--- config.mk ---
export PLATFORM = sky130hd
export DESIGN_NAME = imuldiv_muldiv_issue
export DESIGN_NICKNAME = d
export VERILOG_FILES = /design/src/rtl/imuldiv_pkg.sv /design/src/rtl/imuldiv_muldiv_issue_dpath.sv /design/src/rtl/imuldiv_muldiv_issue.sv
export SDC_FILE = /design/constraint.sdc
export NUM_CORES = 1
export LEC_CHECK = 0
export BUFFER_PORTS_ARGS = -buffer_cell sky130_fd_sc_hd__buf_2
export CORE_AREA = 2 2 143 145
export CTS_CLUSTER_DIAMETER = 30
export DETAILED_ROUTE_END_ITERATION = 12
export DIE_AREA = 0 0 145 147
export GPL_ROUTABILITY_DRIVEN = 1
export PLACE_DENSITY_LB_ADDON = 0.05
export SYNTH_ARGS = -nofsm -noshare
export SYNTH_HDL_FRONTEND = slang
export SYNTH_HIERARCHICAL = 1
export SYNTH_SLANG_ARGS = --single-unit
--- constraint.sdc ---
create_clock -name clk -period 2.12 [get_ports clk]
set_clock_uncertainty 0.1 [all_clocks]
set_input_delay 0.424 -clock clk [delete_from_list [all_inputs] [get_ports clk]]
set_output_delay 0.424 -clock clk [all_outputs]
set_load 0.02 [all_outputs]
--- src/rtl/imuldiv_pkg.sv ---
// Shared encodings for the muldiv issue stage: op codes, FSM states and result-slice selection.
// Small decode helpers keep the op-code meaning in one place.
package imuldiv_pkg;

    localparam logic [2:0] FN_MUL  = 3'd0;
    localparam logic [2:0] FN_MULH = 3'd1;
    localparam logic [2:0] FN_DIV  = 3'd2;
    localparam logic [2:0] FN_DIVU = 3'd3;
    localparam logic [2:0] FN_REM  = 3'd4;
    localparam logic [2:0] FN_REMU = 3'd5;

    localparam logic [1:0] ST_IDLE  = 2'd0;
    localparam logic [1:0] ST_ISSUE = 2'd1;
    localparam logic [1:0] ST_WAIT  = 2'd2;
    localparam logic [1:0] ST_RESP  = 2'd3;

    typedef enum logic [1:0] {
        SLICE_MUL_LO = 2'd0,
        SLICE_MUL_HI = 2'd1,
        SLICE_DIV_LO = 2'd2,
        SLICE_DIV_HI = 2'd3
    } slice_sel_e;

    function automatic logic fn_legal(input logic [2:0] fn);
        logic ok;
        case (fn)
            FN_MUL, FN_MULH, FN_DIV, FN_DIVU, FN_REM, FN_REMU: ok = 1'b1;
            default:                                          ok = 1'b0;
        endcase
        return ok;
    endfunction

    function automatic logic fn_is_div(input logic [2:0] fn);
        logic d;
        case (fn)
            FN_DIV, FN_DIVU, FN_REM, FN_REMU: d = 1'b1;
            default:                          d = 1'b0;
        endcase
        return d;
    endfunction

    function automatic logic fn_div_signed(input logic [2:0] fn);
        logic s;
        case (fn)
            FN_DIV, FN_REM: s = 1'b1;
            default:        s = 1'b0;
        endcase
        return s;
    endfunction

    function automatic slice_sel_e fn_slice(input logic [2:0] fn);
        slice_sel_e sel;
        case (fn)
            FN_MUL:          sel = SLICE_MUL_LO;
            FN_MULH:         sel = SLICE_MUL_HI;
            FN_DIV, FN_DIVU: sel = SLICE_DIV_LO;
            FN_REM, FN_REMU: sel = SLICE_DIV_HI;
            default:         sel = SLICE_MUL_LO;
        endcase
        return sel;
    endfunction

endpackage

--- src/rtl/imuldiv_muldiv_issue_dpath.sv ---
// Datapath for the muldiv issue stage: latched fn/operands, result register and slice mux.
// Optional zero fast path enabled by defining IMULDIV_ZERO_FASTPATH_EN.
module imuldiv_muldiv_issue_dpath
    import imuldiv_pkg::*;
#(
    parameter int WIDTH = 32
) (
    input  logic                 clk,
    input  logic                 reset,
    input  logic                 load,
    input  logic                 capture,
    input  logic [2:0]           fn,
    input  logic [WIDTH-1:0]     a,
    input  logic [WIDTH-1:0]     b,
    input  logic [2*WIDTH-1:0]   mul_result,
    input  logic [2*WIDTH-1:0]   div_result,
    output logic [2:0]           fn_r,
    output logic [WIDTH-1:0]     a_r,
    output logic [WIDTH-1:0]     b_r,
    output logic [WIDTH-1:0]     result_r,
    output logic                 fast_hit_s
);

    logic [WIDTH-1:0] fast_val_s;
    logic [WIDTH-1:0] slice_s;

`ifdef IMULDIV_ZERO_FASTPATH_EN
    // Zero-operand detect on the incoming request, resolved without a unit round trip.
    always_comb begin
        fast_hit_s = 1'b0;
        fast_val_s = {WIDTH{1'b0}};
        case (fn)
            FN_MUL, FN_MULH: begin
                if ((a == {WIDTH{1'b0}}) || (b == {WIDTH{1'b0}})) begin
                    fast_hit_s = 1'b1;
                end else begin
                    fast_hit_s = 1'b0;
                end
            end
            FN_DIV, FN_DIVU: begin
                if (b == {WIDTH{1'b0}}) begin
                    fast_hit_s = 1'b1;
                    fast_val_s = {WIDTH{1'b1}};
                end else begin
                    fast_hit_s = 1'b0;
                end
            end
            FN_REM, FN_REMU: begin
                if (b == {WIDTH{1'b0}}) begin
                    fast_hit_s = 1'b1;
                    fast_val_s = a;
                end else begin
                    fast_hit_s = 1'b0;
                end
            end
            default: begin
                fast_hit_s = 1'b0;
                fast_val_s = {WIDTH{1'b0}};
            end
        endcase
    end
`else
    assign fast_hit_s = 1'b0;
    assign fast_val_s = {WIDTH{1'b0}};
`endif

    // Pick the WIDTH-bit half of the selected unit's result.
    always_comb begin
        slice_s = {WIDTH{1'b0}};
        case (fn_slice(fn_r))
            SLICE_MUL_LO: slice_s = mul_result[WIDTH-1:0];
            SLICE_MUL_HI: slice_s = mul_result[2*WIDTH-1:WIDTH];
            SLICE_DIV_LO: slice_s = div_result[WIDTH-1:0];
            SLICE_DIV_HI: slice_s = div_result[2*WIDTH-1:WIDTH];
            default:      slice_s = {WIDTH{1'b0}};
        endcase
    end

    // Request latch: operands stay stable for the whole op.
    always_ff @(posedge clk) begin
        if (!reset) begin
            fn_r <= 3'd0;
            a_r  <= {WIDTH{1'b0}};
            b_r  <= {WIDTH{1'b0}};
        end else if (load) begin
            fn_r <= fn;
            a_r  <= a;
            b_r  <= b;
        end else begin
            fn_r <= fn_r;
            a_r  <= a_r;
            b_r  <= b_r;
        end
    end

    // Result register: immediate value for illegal/fast ops, unit slice otherwise.
    always_ff @(posedge clk) begin
        if (!reset) begin
            result_r <= {WIDTH{1'b0}};
        end else if (load) begin
            if (!fn_legal(fn)) begin
                result_r <= {WIDTH{1'b0}};
            end else if (fast_hit_s) begin
                result_r <= fast_val_s;
            end else begin
                result_r <= result_r;
            end
        end else if (capture) begin
            result_r <= slice_s;
        end else begin
            result_r <= result_r;
        end
    end

endmodule

--- src/rtl/imuldiv_muldiv_issue.sv ---
// Muldiv issue/merge stage: routes one request to the mul or div unit and returns the chosen slice.
// Optional feature macro: IMULDIV_ZERO_FASTPATH_EN (handled in the datapath).
module imuldiv_muldiv_issue
    import imuldiv_pkg::*;
#(
    parameter int WIDTH = 32
) (
    input  logic                 clk,
    input  logic                 reset,
    input  logic [2:0]           muldivreq_msg_fn,
    input  logic [WIDTH-1:0]     muldivreq_msg_a,
    input  logic [WIDTH-1:0]     muldivreq_msg_b,
    input  logic                 muldivreq_val,
    output logic                 muldivreq_rdy,
    output logic [WIDTH-1:0]     muldivresp_msg_result,
    output logic                 muldivresp_val,
    input  logic                 muldivresp_rdy,
    output logic [WIDTH-1:0]     mulreq_msg_a,
    output logic [WIDTH-1:0]     mulreq_msg_b,
    output logic                 mulreq_val,
    input  logic                 mulreq_rdy,
    input  logic [2*WIDTH-1:0]   mulresp_msg_result,
    input  logic                 mulresp_val,
    output logic                 mulresp_rdy,
    output logic                 divreq_msg_fn,
    output logic [WIDTH-1:0]     divreq_msg_a,
    output logic [WIDTH-1:0]     divreq_msg_b,
    output logic                 divreq_val,
    input  logic                 divreq_rdy,
    input  logic [2*WIDTH-1:0]   divresp_msg_result,
    input  logic                 divresp_val,
    output logic                 divresp_rdy
);

    logic [1:0]       state_r;
    logic [1:0]       state_nxt_s;
    logic [2:0]       fn_r;
    logic [WIDTH-1:0] a_r;
    logic [WIDTH-1:0] b_r;
    logic             fast_hit_s;
    logic             is_div_s;
    logic             go_s;
    logic             unit_req_fire_s;
    logic             unit_resp_fire_s;

    imuldiv_muldiv_issue_dpath #(.WIDTH(WIDTH)) u_dpath (
        .clk        (clk),
        .reset      (reset),
        .load       (go_s),
        .capture    (unit_resp_fire_s),
        .fn         (muldivreq_msg_fn),
        .a          (muldivreq_msg_a),
        .b          (muldivreq_msg_b),
        .mul_result (mulresp_msg_result),
        .div_result (divresp_msg_result),
        .fn_r       (fn_r),
        .a_r        (a_r),
        .b_r        (b_r),
        .result_r   (muldivresp_msg_result),
        .fast_hit_s (fast_hit_s)
    );

    assign is_div_s = fn_is_div(fn_r);

    // Handshake outputs decode from the state register; reset low forces them all off.
    assign muldivreq_rdy  = reset && (state_r == ST_IDLE);
    assign mulreq_val     = reset && (state_r == ST_ISSUE) && !is_div_s;
    assign divreq_val     = reset && (state_r == ST_ISSUE) &&  is_div_s;
    assign mulresp_rdy    = reset && (state_r == ST_WAIT)  && !is_div_s;
    assign divresp_rdy    = reset && (state_r == ST_WAIT)  &&  is_div_s;
    assign muldivresp_val = reset && (state_r == ST_RESP);

    assign mulreq_msg_a  = a_r;
    assign mulreq_msg_b  = b_r;
    assign divreq_msg_a  = a_r;
    assign divreq_msg_b  = b_r;
    assign divreq_msg_fn = fn_div_signed(fn_r);

    assign go_s             = muldivreq_val && muldivreq_rdy;
    assign unit_req_fire_s  = (mulreq_val && mulreq_rdy) || (divreq_val && divreq_rdy);
    assign unit_resp_fire_s = (mulresp_val && mulresp_rdy) || (divresp_val && divresp_rdy);

    // Next-state logic for the single-op-in-flight sequencer.
    always_comb begin
        state_nxt_s = state_r;
        case (state_r)
            ST_IDLE: begin
                if (go_s) begin
                    if (!fn_legal(muldivreq_msg_fn) || fast_hit_s) begin
                        state_nxt_s = ST_RESP;
                    end else begin
                        state_nxt_s = ST_ISSUE;
                    end
                end else begin
                    state_nxt_s = ST_IDLE;
                end
            end
            ST_ISSUE: begin
                if (unit_req_fire_s) begin
                    state_nxt_s = ST_WAIT;
                end else begin
                    state_nxt_s = ST_ISSUE;
                end
            end
            ST_WAIT: begin
                if (unit_resp_fire_s) begin
                    state_nxt_s = ST_RESP;
                end else begin
                    state_nxt_s = ST_WAIT;
                end
            end
            ST_RESP: begin
                if (muldivresp_val && muldivresp_rdy) begin
                    state_nxt_s = ST_IDLE;
                end else begin
                    state_nxt_s = ST_RESP;
                end
            end
            default: state_nxt_s = ST_IDLE;
        endcase
    end

    // State register.
    always_ff @(posedge clk) begin
        if (!reset) begin
            state_r <= ST_IDLE;
        end else begin
            state_r <= state_nxt_s;
        end
    end

endmodule
# Yosys cells after proc, flatten, opt, wreduce, memory -nomap -nowiden
# Index checks and enable logic that the tools add are counted.
[op_classes] n_eq_ne=17 n_mux=17 n_reduce_logical=27
[op_table] op="$pmux W32 S4" count=1
[op_table] op="$mux W32" count=3
[op_table] op="$logic_and A1 B1 Y1" count=14
[op_table] op="$eq A3 B2 Y1 const B" count=4
[op_table] op="$eq A3 B3 Y1 const B" count=4
[op_table] op="$eq A2 B2 Y1 const B" count=4
[op_table] op="$mux W2" count=4
[op_table] op="$pmux W2 S4" count=1
[op_table] op="$mux W1" count=7
[op_table] op="$eq A3 B1 Y1 const B" count=2
[op_table] op="$pmux W2 S3" count=1
[op_table] op="$reduce_or A2 Y1" count=3
[op_table] op="$reduce_or A6 Y1" count=1
[op_table] op="$eq A2 B1 Y1 const B" count=2
[op_table] op="$logic_not A2 Y1" count=2
[op_table] op="$reduce_or A4 Y1" count=1
[op_table] op="$logic_not A3 Y1" count=1
[op_table] op="$logic_or A1 B1 Y1" count=2
[op_table] op="$ne A2 B2 Y1 const B" count=1
[op_table] op="$reduce_and A2 Y1" count=1
[op_table] op="$reduce_bool A2 Y1" count=1
[op_table] op="$logic_not A1 Y1" count=1
[word_totals] reg_bits=101 input_bits=203

# Depth between registers and ports, before layout
# Gate-level depths: netlist of run 1.
[logic_depth] ltp_word=9 ltp_mapped=10 ltp_nobuf=7

# Cells and area by module
# Netlist of run 1, hierarchy kept.
[modules_own_cells] mod="imuldiv_muldiv_issue_dpath" instances=1 cells_each=484 area_per_inst_um2=4792.1 seq_area_each_um2=1981.9
[modules_own_cells] mod="imuldiv_muldiv_issue" instances=1 cells_each=94 area_per_inst_um2=696.9 seq_area_each_um2=40.0

# Worst setup path before layout of run 1
# No wires, ideal clock.
[synth_path] path_kind="register to register" start="reg state_r[1]" end="reg u_dpath.result_r[10]" setup_time_ps=117 arrival_time_ps=1724 setup_slack_ps=179 stages_incl_launch_ff=11 path_buffers=3 synth_period_minus_slack_ps=1941 cell_sequence="dfxtp_1 buf_2 inv_2 or2_1 or2_1 inv_1 nand2b_4 and3_1 buf_6 buf_6 a32o_1"
[synth_between] elab_chain_cells=7
[synth_rtl] item="from (decl)" line_no="imuldiv_muldiv_issue.sv:35" source="logic [1:0] state_r;"
[synth_rtl] item="from (signal assigned)" line_no="imuldiv_muldiv_issue.sv:128" source="state_r <= state_nxt_s;"
[synth_rtl] item="$eq A2 B2 Y1 *" line_no="imuldiv_muldiv_issue.sv:69, imuldiv_muldiv_issue.sv:70"
[synth_rtl] item="$logic_and A1 B1 Y1 *" line_no="imuldiv_muldiv_issue.sv:69, imuldiv_muldiv_issue.sv:70"
[synth_rtl] item="$logic_and A1 B1 Y1 (on tied branches)" line_no="imuldiv_muldiv_issue.sv:69, imuldiv_muldiv_issue.sv:70"
[synth_rtl] item="$logic_and A1 B1 Y1" line_no="imuldiv_muldiv_issue.sv:81" source="assign unit_resp_fire_s = (mulresp_val && mulresp_rdy) || (divresp_val && divresp_rdy);"
[synth_rtl] item="$logic_or A1 B1 Y1 *" line_no="imuldiv_muldiv_issue.sv:81"
[synth_rtl] item="named net unit_resp_fire_s" line_no="imuldiv_muldiv_issue.sv:44" source="logic unit_resp_fire_s;"
[synth_rtl] item="$reduce_bool A2 Y1 (no line) *"
[synth_rtl] item="$reduce_and A2 Y1 (no line) *"
[synth_rtl] item="to (signal assigned)" line_no="imuldiv_muldiv_issue_dpath.sv:106" source="result_r <= result_r;"
[synth_rtl] item="to (signal assigned)" line_no="imuldiv_muldiv_issue_dpath.sv:109" source="result_r <= slice_s;"
[synth_rtl] item="to (signal assigned)" line_no="imuldiv_muldiv_issue_dpath.sv:111" source="result_r <= result_r;"
[synth_rtl] item="to (decl)" line_no="imuldiv_muldiv_issue_dpath.sv:20" source="output logic [WIDTH-1:0] result_r,"
# Mark *: on every way through the listed nets, which the timed path passes. The rest lies on a longest branch.
# A chain may end at the register's enable or synchronous reset.

# Worst setup path in the final report of run 1
[layout_path] start="reg u_dpath.fn_r[1]" end="out mulreq_val"
[layout_between] elab_chain_cells=5
[layout_rtl] item="from (decl)" line_no="imuldiv_muldiv_issue_dpath.sv:17" source="output logic [2:0] fn_r,"
[layout_rtl] item="from (signal assigned)" line_no="imuldiv_muldiv_issue_dpath.sv:86" source="fn_r <= fn;"
[layout_rtl] item="from (signal assigned)" line_no="imuldiv_muldiv_issue_dpath.sv:90" source="fn_r <= fn_r;"
[layout_rtl] item="$eq A3 B2 Y1 / $eq A3 B3 Y1 (equally long branches)" line_no="imuldiv_pkg.sv:35" source="case (fn)"
[layout_rtl] item="$reduce_or A4 Y1 *" line_no="imuldiv_pkg.sv:35"
[layout_rtl] item="$mux W1 *" line_no="imuldiv_pkg.sv:35"
[layout_rtl] item="$logic_not A1 Y1 *" line_no="imuldiv_muldiv_issue.sv:67" source="assign mulreq_val = reset && (state_r == ST_ISSUE) && !is_div_s;"
[layout_rtl] item="$logic_and A1 B1 Y1 *" line_no="imuldiv_muldiv_issue.sv:67"
[layout_rtl] item="to (decl)" line_no="imuldiv_muldiv_issue.sv:20" source="output logic mulreq_val,"
# Mark *: on every way between the ends. The rest lies on a longest branch, timed or not.

==> impl_metrics.tcl, run 1 <==
set metrics [dict create \
    wl_per_cell_um 16.1 \
    area_growth_pct 35.4 \
    synth.most_common_cell "dfxtp_1" \
    ys_warn_count 6 \
    setup_viol 0 \
    fin_crit_sh_pct 95.6 \
    hold_depth 3 \
    path_class "flop to output pin" \
    final_net_count 1068 \
    slew_viol_final 0 \
    reg2reg_slack_ns 0.18 \
    clkSinkCount 101 \
    async_flop_share_pct 0 \
    synth_top_area_share_pct 36.8 \
    synth.largest_area_cell "dfxtp_1" \
    syn_inst 578 \
    peakVddDrop_mv 0.333 \
    holdCritPathClass "input port to flop" \
    hold_path.startpoint "muldivreq_msg_a[22]" \
    worst_slew_pin_slew_ns 0.624 \
    tns_ns 0 \
    portBuffers 369 \
    std_cell_rows 52 \
    chipHeight_um 147 \
    critPathLaunchType "flop" \
    track_usage_pct 16.6 \
    p_per_area_nw_per_um2 663 \
    r2r_end "u_dpath/result_r[18]" \
    chipWidth_um 145 \
    p_comb_share_pct 23.4 \
    drtPass1Iterations 4 \
    reg2regPathDepth 5 \
    p_int_mw 3.43 \
    clkPwrFrac_pct 34.7 \
    synth_area_leaders "dfxtp_1, mux2i_1, buf_4, a32o_1, nor2_1" \
    ioPinCount 370 \
    drc_errors 0 \
    ant_nets 0 \
    drt_wl_total_um 18400 \
    status "completed" \
    synth_top_family_by_area "compound AO/OA/AOI/OAI gates" \
    crit_required_ns 1.60 \
    synthFlopType "dfxtp_1" \
    yosys.area_share.simple_pct 16.5 \
    dp_hpwl_um 14000 \
    crit_fanout 6 \
    slew_headroom_pct 58.4 \
    initial_core_util_pct 27.7 \
    synthMuxAreaShare_pct 12.6 \
    worstSkewPairLatency_ns 0.35 \
    finalHoldViolations 0 \
    synth-adder-area-share_pct 0 \
    crit_start "u_dpath/fn_r[1]" \
    switching_share_pct 30.4 \
    finish.utilization_pct 37.4 \
    synth_common_cells "dfxtp_1, nor2_1, buf_4" \
    cts_setup_buffers 0 \
    first_iter_violations 212 \
    end_kind "output pin" \
    clk_pin_slew_worst_paths_ns 0.07 \
    hold_path_end "u_dpath/a_r[22]" \
    grt_pass1_vias 5087 \
    vias 5210 \
    cts_buffers 9 \
    die_area_um2 21300 \
    coreArea_um2 19800 \
    antenna_found_initial 2 \
    cts-resized-gates 0 \
    overflow 0 \
    ys_seq_area_share_pct 36.8 \
    cts_hold_buf 0 \
    routabilityCongestion 0.817 \
    rr_startpoint "u_dpath/fn_r[2]" \
    syn_area_um2 5490 \
    tritoncts "yes" \
    yosysUniqueCellTypes 32 \
    ys_ff_latch 101 \
    syn_nets 781 \
    h-tree-depth 3 \
    total_leakage_power_nw 3.58 \
    min_period_ns 2.03 \
    grt_max_degree 100 \
    synth-xor-area-share_pct 0.296 \
    grt_pass1_wl_um 28000 \
    synth_compound_area_share_pct 18.4 \
    p_seq_share_pct 41.9 \
    synth.avg_cell_area_um2 9.50 \
    clock_path_buffers 2 \
    p_switching_mw 1.50 \
    drv_cap 0 \
    synth-edff-count 0 \
    clock-root-buffer "clkbuf_16" \
    fmax_mhz 493 \
    cp.arrival_ns 1.50 \
    viasPerCell 4.57 \
    rsz0062_at_grt "true" \
    drive_above_1_share_pct 49.9 \
]
[layout make-up]
| cell class | instances | area (µm²) |
|---|---|---|
| diodes | 1 | 2.50 |
| clock buffers | 10 | 229 |
| clock inverters | 6 | 70.1 |
| fillers | 2133 | 12400 |
| inverters | 3 | 11.3 |
| multi-input cells | 358 | 2640 |
| flip-flops and latches | 101 | 2020 |
| well taps | 270 | 338 |
| repair buffers | 392 | 2120 |
[power groups by stage]
stage	clock network [mW]	registers, mW	logic (mW)
final	1.71	2.06	1.15
after floorplan	0	2.20	0.670
after global routing	1.86	2.08	1.25
after detailed placement	0	2.11	1.16
after global placement	0	2.11	1.16
after CTS	1.78	2.07	1.17
[metal layers]
| layer | GRT usage (%) | up-vias | share of wire, % |
|---|---|---|---|
| met1 | 19.1 | 2443 | 40 |
| met2 | 31.0 | 208 | 53 |
| met4 | 4.75 | 0 | 1.1 |
| met5 | 0 | - | 0 |
| met3 | 3.45 | 11 | 6.7 |
| li1 | - | 2548 | - |
[worst max-delay path by stage]
stage / end / slack (ns) / cells after the start
3_5_place_dp: u_dpath/result_r[4] / 0.07 / 9
3_3_place_gp: u_dpath/result_r[3] / 0.1 / 9
5_1_grt: mulreq_val / -0.03 / 4
6_report: mulreq_val / 0.09 / 4
4_1_cts: mulreq_val / 0.05 / 4
2_1_floorplan: u_dpath/result_r[10] / 0.18 / 10
[through the flow]
step / setup WS [ns] / std cells / instance area, µm² / power [mW] / hold WS [ns]
after detailed placement: 0.0683 / 1124 / 7130 / 3.27 / 0.351
after floorplan: 0.179 / 578 / 5490 / 2.87 / 0.448
after global routing: -0.0336 / 1140 / 7430 / 5.18 / 0.197
final: 0.0936 / 1141 / 7430 / 4.93 / 0.208
after global placement: 0.0961 / 1124 / 7130 / 3.26 / 0.346
after CTS: 0.0513 / 1140 / 7430 / 5.01 / 0.187
[registers in the layout (all words and copies together), names as in the netlist]
name,count
u_dpath/a_r,32
u_dpath/b_r,32
u_dpath/result_r,32
u_dpath/fn_r,3
state_r,2
[placed cells by master, fill, tap and decap left out, types with 2 or more instances in the layout]
cell and n:
a32o_1 32, nor2b_1 32, o21ai_1 3, nor2_1 71, dfxtp_2 2, o21bai_1 32
or2_1 2, a31oi_1 2, o31ai_1 34, nor3b_1 17, dfxtp_1 99, buf_4 15
a21oi_1 2, clkinv_4 2, o21ai_0 30, mux2i_1 69, inv_2 2, buf_2 369
buf_12 8, clkbuf_16 9, nand2_1 2, inv_6 2, nor3b_2 18
[kinds of logic after synthesis]
kind of cell	Yosys count
and+or+nand+nor	151
AOI/OAI and AO/OA	136
buffers and inverters	119
DFF	101
muxes	69
xor gates and xnor gates	1
other	1
[critical path, stage by stage (launching register included)]
cell and delay [ns]:
dfxtp_2 0.35, xnor2_2 0.24, buf_4 0.20, nor3b_1 0.17, buf_2 0.20
Note: power is estimated with default switching activity, not from simulation.
==> run 2, diff against run 1 <==
Settings changed: CORE_AREA 2 2 143 145 to 2 2 145 147, DIE_AREA 0 0 145 147 to 0 0 147 149, SYNTH_HIERARCHICAL 1 to default.
==> run 2 against run 1 <==
Area after synthesis shrank 14%. Register-to-register slack is essentially flat. Power grew 12%. Design area shrank 9.2%. Final cell count is the same. Highest routed layer is now met5. First-iteration DRC count grew 36%. Worst hold slack lost 0.045 ns.
==> impl_metrics.tcl, run 2 <==
set metrics [dict create \
    area_growth_pct 42.2 \
    reg_top3 "u_dpath.a_r x32, u_dpath.b_r x32, u_dpath.result_r x32" \
    viasPerCell 4.41 \
    worst_slew_pin_slew_ns 0.708 \
    clock-root-buffer "clkbuf_16" \
    crit_fanout 5 \
    antenna_found_initial 5 \
    wl_per_cell_um 15.5 \
    synth-edff-count 0 \
    ys_warn_count 0 \
    drc_errors 0 \
    synth_area_leaders "dfxtp_1, nand2_1, buf_4, o21ai_0, a222oi_1" \
    std_cell_rows 53 \
    drt_wl_total_um 17700 \
    first_iter_violations 288 \
    switching_share_pct 35.6 \
    routabilityCongestion 0.770 \
    crit_required_ns 1.60 \
    worstSkewPairLatency_ns 0.35 \
    drv_cap 0 \
    ys_ff_latch 101 \
    fin_crit_sh_pct 97.3 \
    critPathLaunchType "flop" \
    min_period_ns 2.06 \
    tritoncts "yes" \
    total_leakage_power_nw 3.43 \
    drtPass1Iterations 5 \
    initial_core_util_pct 23.1 \
    clkPwrFrac_pct 28.7 \
    rsz0062_at_grt "false" \
    final_common_cell "buf_2" \
    end_kind "output pin" \
    peakVddDrop_mv 0.360 \
    ioPinCount 370 \
    yosysUniqueCellTypes 29 \
    dp_hpwl_um 13300 \
    clk_pin_slew_worst_paths_ns 0.08 \
    syn_inst 572 \
    die_area_um2 21900 \
    synth_common_cells "nand2_1, dfxtp_1, buf_4, o21ai_0" \
    async_flop_share_pct 0 \
    p_comb_share_pct 31.0 \
    status "completed" \
    synth_top_area_share_pct 42.6 \
    synth.avg_cell_area_um2 8.30 \
    p_switching_mw 1.97 \
    p_per_area_nw_per_um2 819 \
    fmax_mhz 485 \
    layout_common_cells "buf_2, nand2_1, dfxtp_1, o21ai_0" \
    tns_ns 0 \
    ant_nets 0 \
    slew_viol_final 0 \
    multi_input_area_um2 2020 \
    cp.arrival_ns 1.54 \
    slew_headroom_pct 52.8 \
    ys_seq_area_share_pct 42.6 \
    n_fill_cell 2267 \
    regArea_um2 2020 \
    clock_path_buffers 2 \
    cts_buffers 9 \
    finalHoldViolations 0 \
    chipWidth_um 147 \
    finish.utilization_pct 32.8 \
    syn_nets 777 \
    portBuffers 369 \
    synth.most_common_cell "nand2_1" \
    synth.largest_area_cell "dfxtp_1" \
    track_usage_pct 15.2 \
    holdCritPathClass "input port to flop" \
    total_power_mw 5.52 \
    final_net_count 1062 \
    overflow 0 \
    coreArea_um2 20600 \
    h-tree-depth 3 \
    clkSinkCount 101 \
    holdWs_ns 0.163 \
    chipHeight_um 149 \
    setup_viol 0 \
    grt_max_degree 135 \
    grt_pass1_vias 4778 \
    path_class "flop to output pin" \
    syn_area_um2 4750 \
    cts_hold_buf 0 \
    p_seq_share_pct 40.2 \
    vias 5034 \
    p_int_mw 3.56 \
    drive_above_1_share_pct 47.4 \
    grt_pass1_wl_um 25900 \
    synthFlopType "dfxtp_1" \
]
[run 2: routing by layer]
| layer | part of all wire [%] | global-route usage, % | wire length (µm) | vias up |
|---|---|---|---|---|
| met3 | 7.9 | 3.46 | 1390 | 21 |
| met1 | 40 | 17.8 | 7120 | 2277 |
| met2 | 50 | 26.8 | 8760 | 225 |
| met4 | 2.1 | 6.59 | 370 | 2 |
| li1 | - | - | - | 2509 |
| met5 | 0.074 | 0 | 13 | - |
[run 2: layout make-up]
type                       instances  area share, %
sequential                       101           30.0
multi-input combinational        356           30.0
inverter                           4          0.222
clock buffer                      10           3.39
tap                              275           5.10
antenna                            4          0.148
clock inverter                     6          0.704
timing repair buffer             385           30.5
[run 2: timing repair]
| action | in CTS | in global routing |
|---|---|---|
| cloned | 1 | 0 |
| endpoints found under the setup margin | 3 | 2 |
| pin swaps | 0 | 1 |
| gates resized for setup | 6 | 2 |
| buffers inserted | 0 | 2 |
[run 2: worst max-delay path, stage by stage, from the launching register on]
cell and delay, ns:
dfxtp_1 0.43, ha_4 0.26, inv_2 0.07, and3_1 0.23, buf_2 0.20
[run 2: cells by family (layout without fill, tap and decap cells)]
group | count (synthesis) | count (layout) | synth area share, %
xor gates and xnor gates | 1 | 1 | 0.185
muxes | 2 | 2 | 0.422
and+or+nand+nor | 182 | 182 | 15.3
other | 0 | 4 | 0
buffers and inverters | 115 | 405 | 15.2
DFF | 101 | 101 | 42.6
adders and majority gates | 2 | 2 | 0.527
AOI/OAI and AO/OA | 169 | 169 | 25.7
[run 2: power by group through the flow]
stage          sequential [mW]  combinational [mW]  clock [mW]
3_3_place_gp              2.27                1.67           0
6_report                  2.22                1.71        1.59
2_1_floorplan             2.46               0.945           0
5_1_grt                   2.25                1.87        1.75
4_1_cts                   2.23                1.73        1.68
3_5_place_dp              2.27                1.68           0
[run 2: through the flow]
| stage | setup WS, ns | instances | area [µm²] |
|---|---|---|---|
| 6_report | 0.0576 | 1141 | 6750 |
| 5_1_grt | 0.00109 | 1140 | 6750 |
| 4_1_cts | 0.0118 | 1135 | 6720 |
| 3_5_place_dp | 0.191 | 1118 | 6380 |
| 3_3_place_gp | 0.210 | 1118 | 6380 |
| 2_1_floorplan | 0.0881 | 572 | 4750 |
[run 2: path summary, 6_finish.rpt]
kind | start | endpoint | slack, ns | cells after the start
min reg2reg | u_dpath.b_r[31] | u_dpath.b_r[31] | 0.37 | 2
max | u_dpath.fn_r[2] | divreq_val | 0.06 | 4
max reg2reg | u_dpath.fn_r[2] | u_dpath.result_r[8] | 0.17 | 6
min | muldivreq_msg_a[25] | u_dpath.a_r[25] | 0.16 | 3
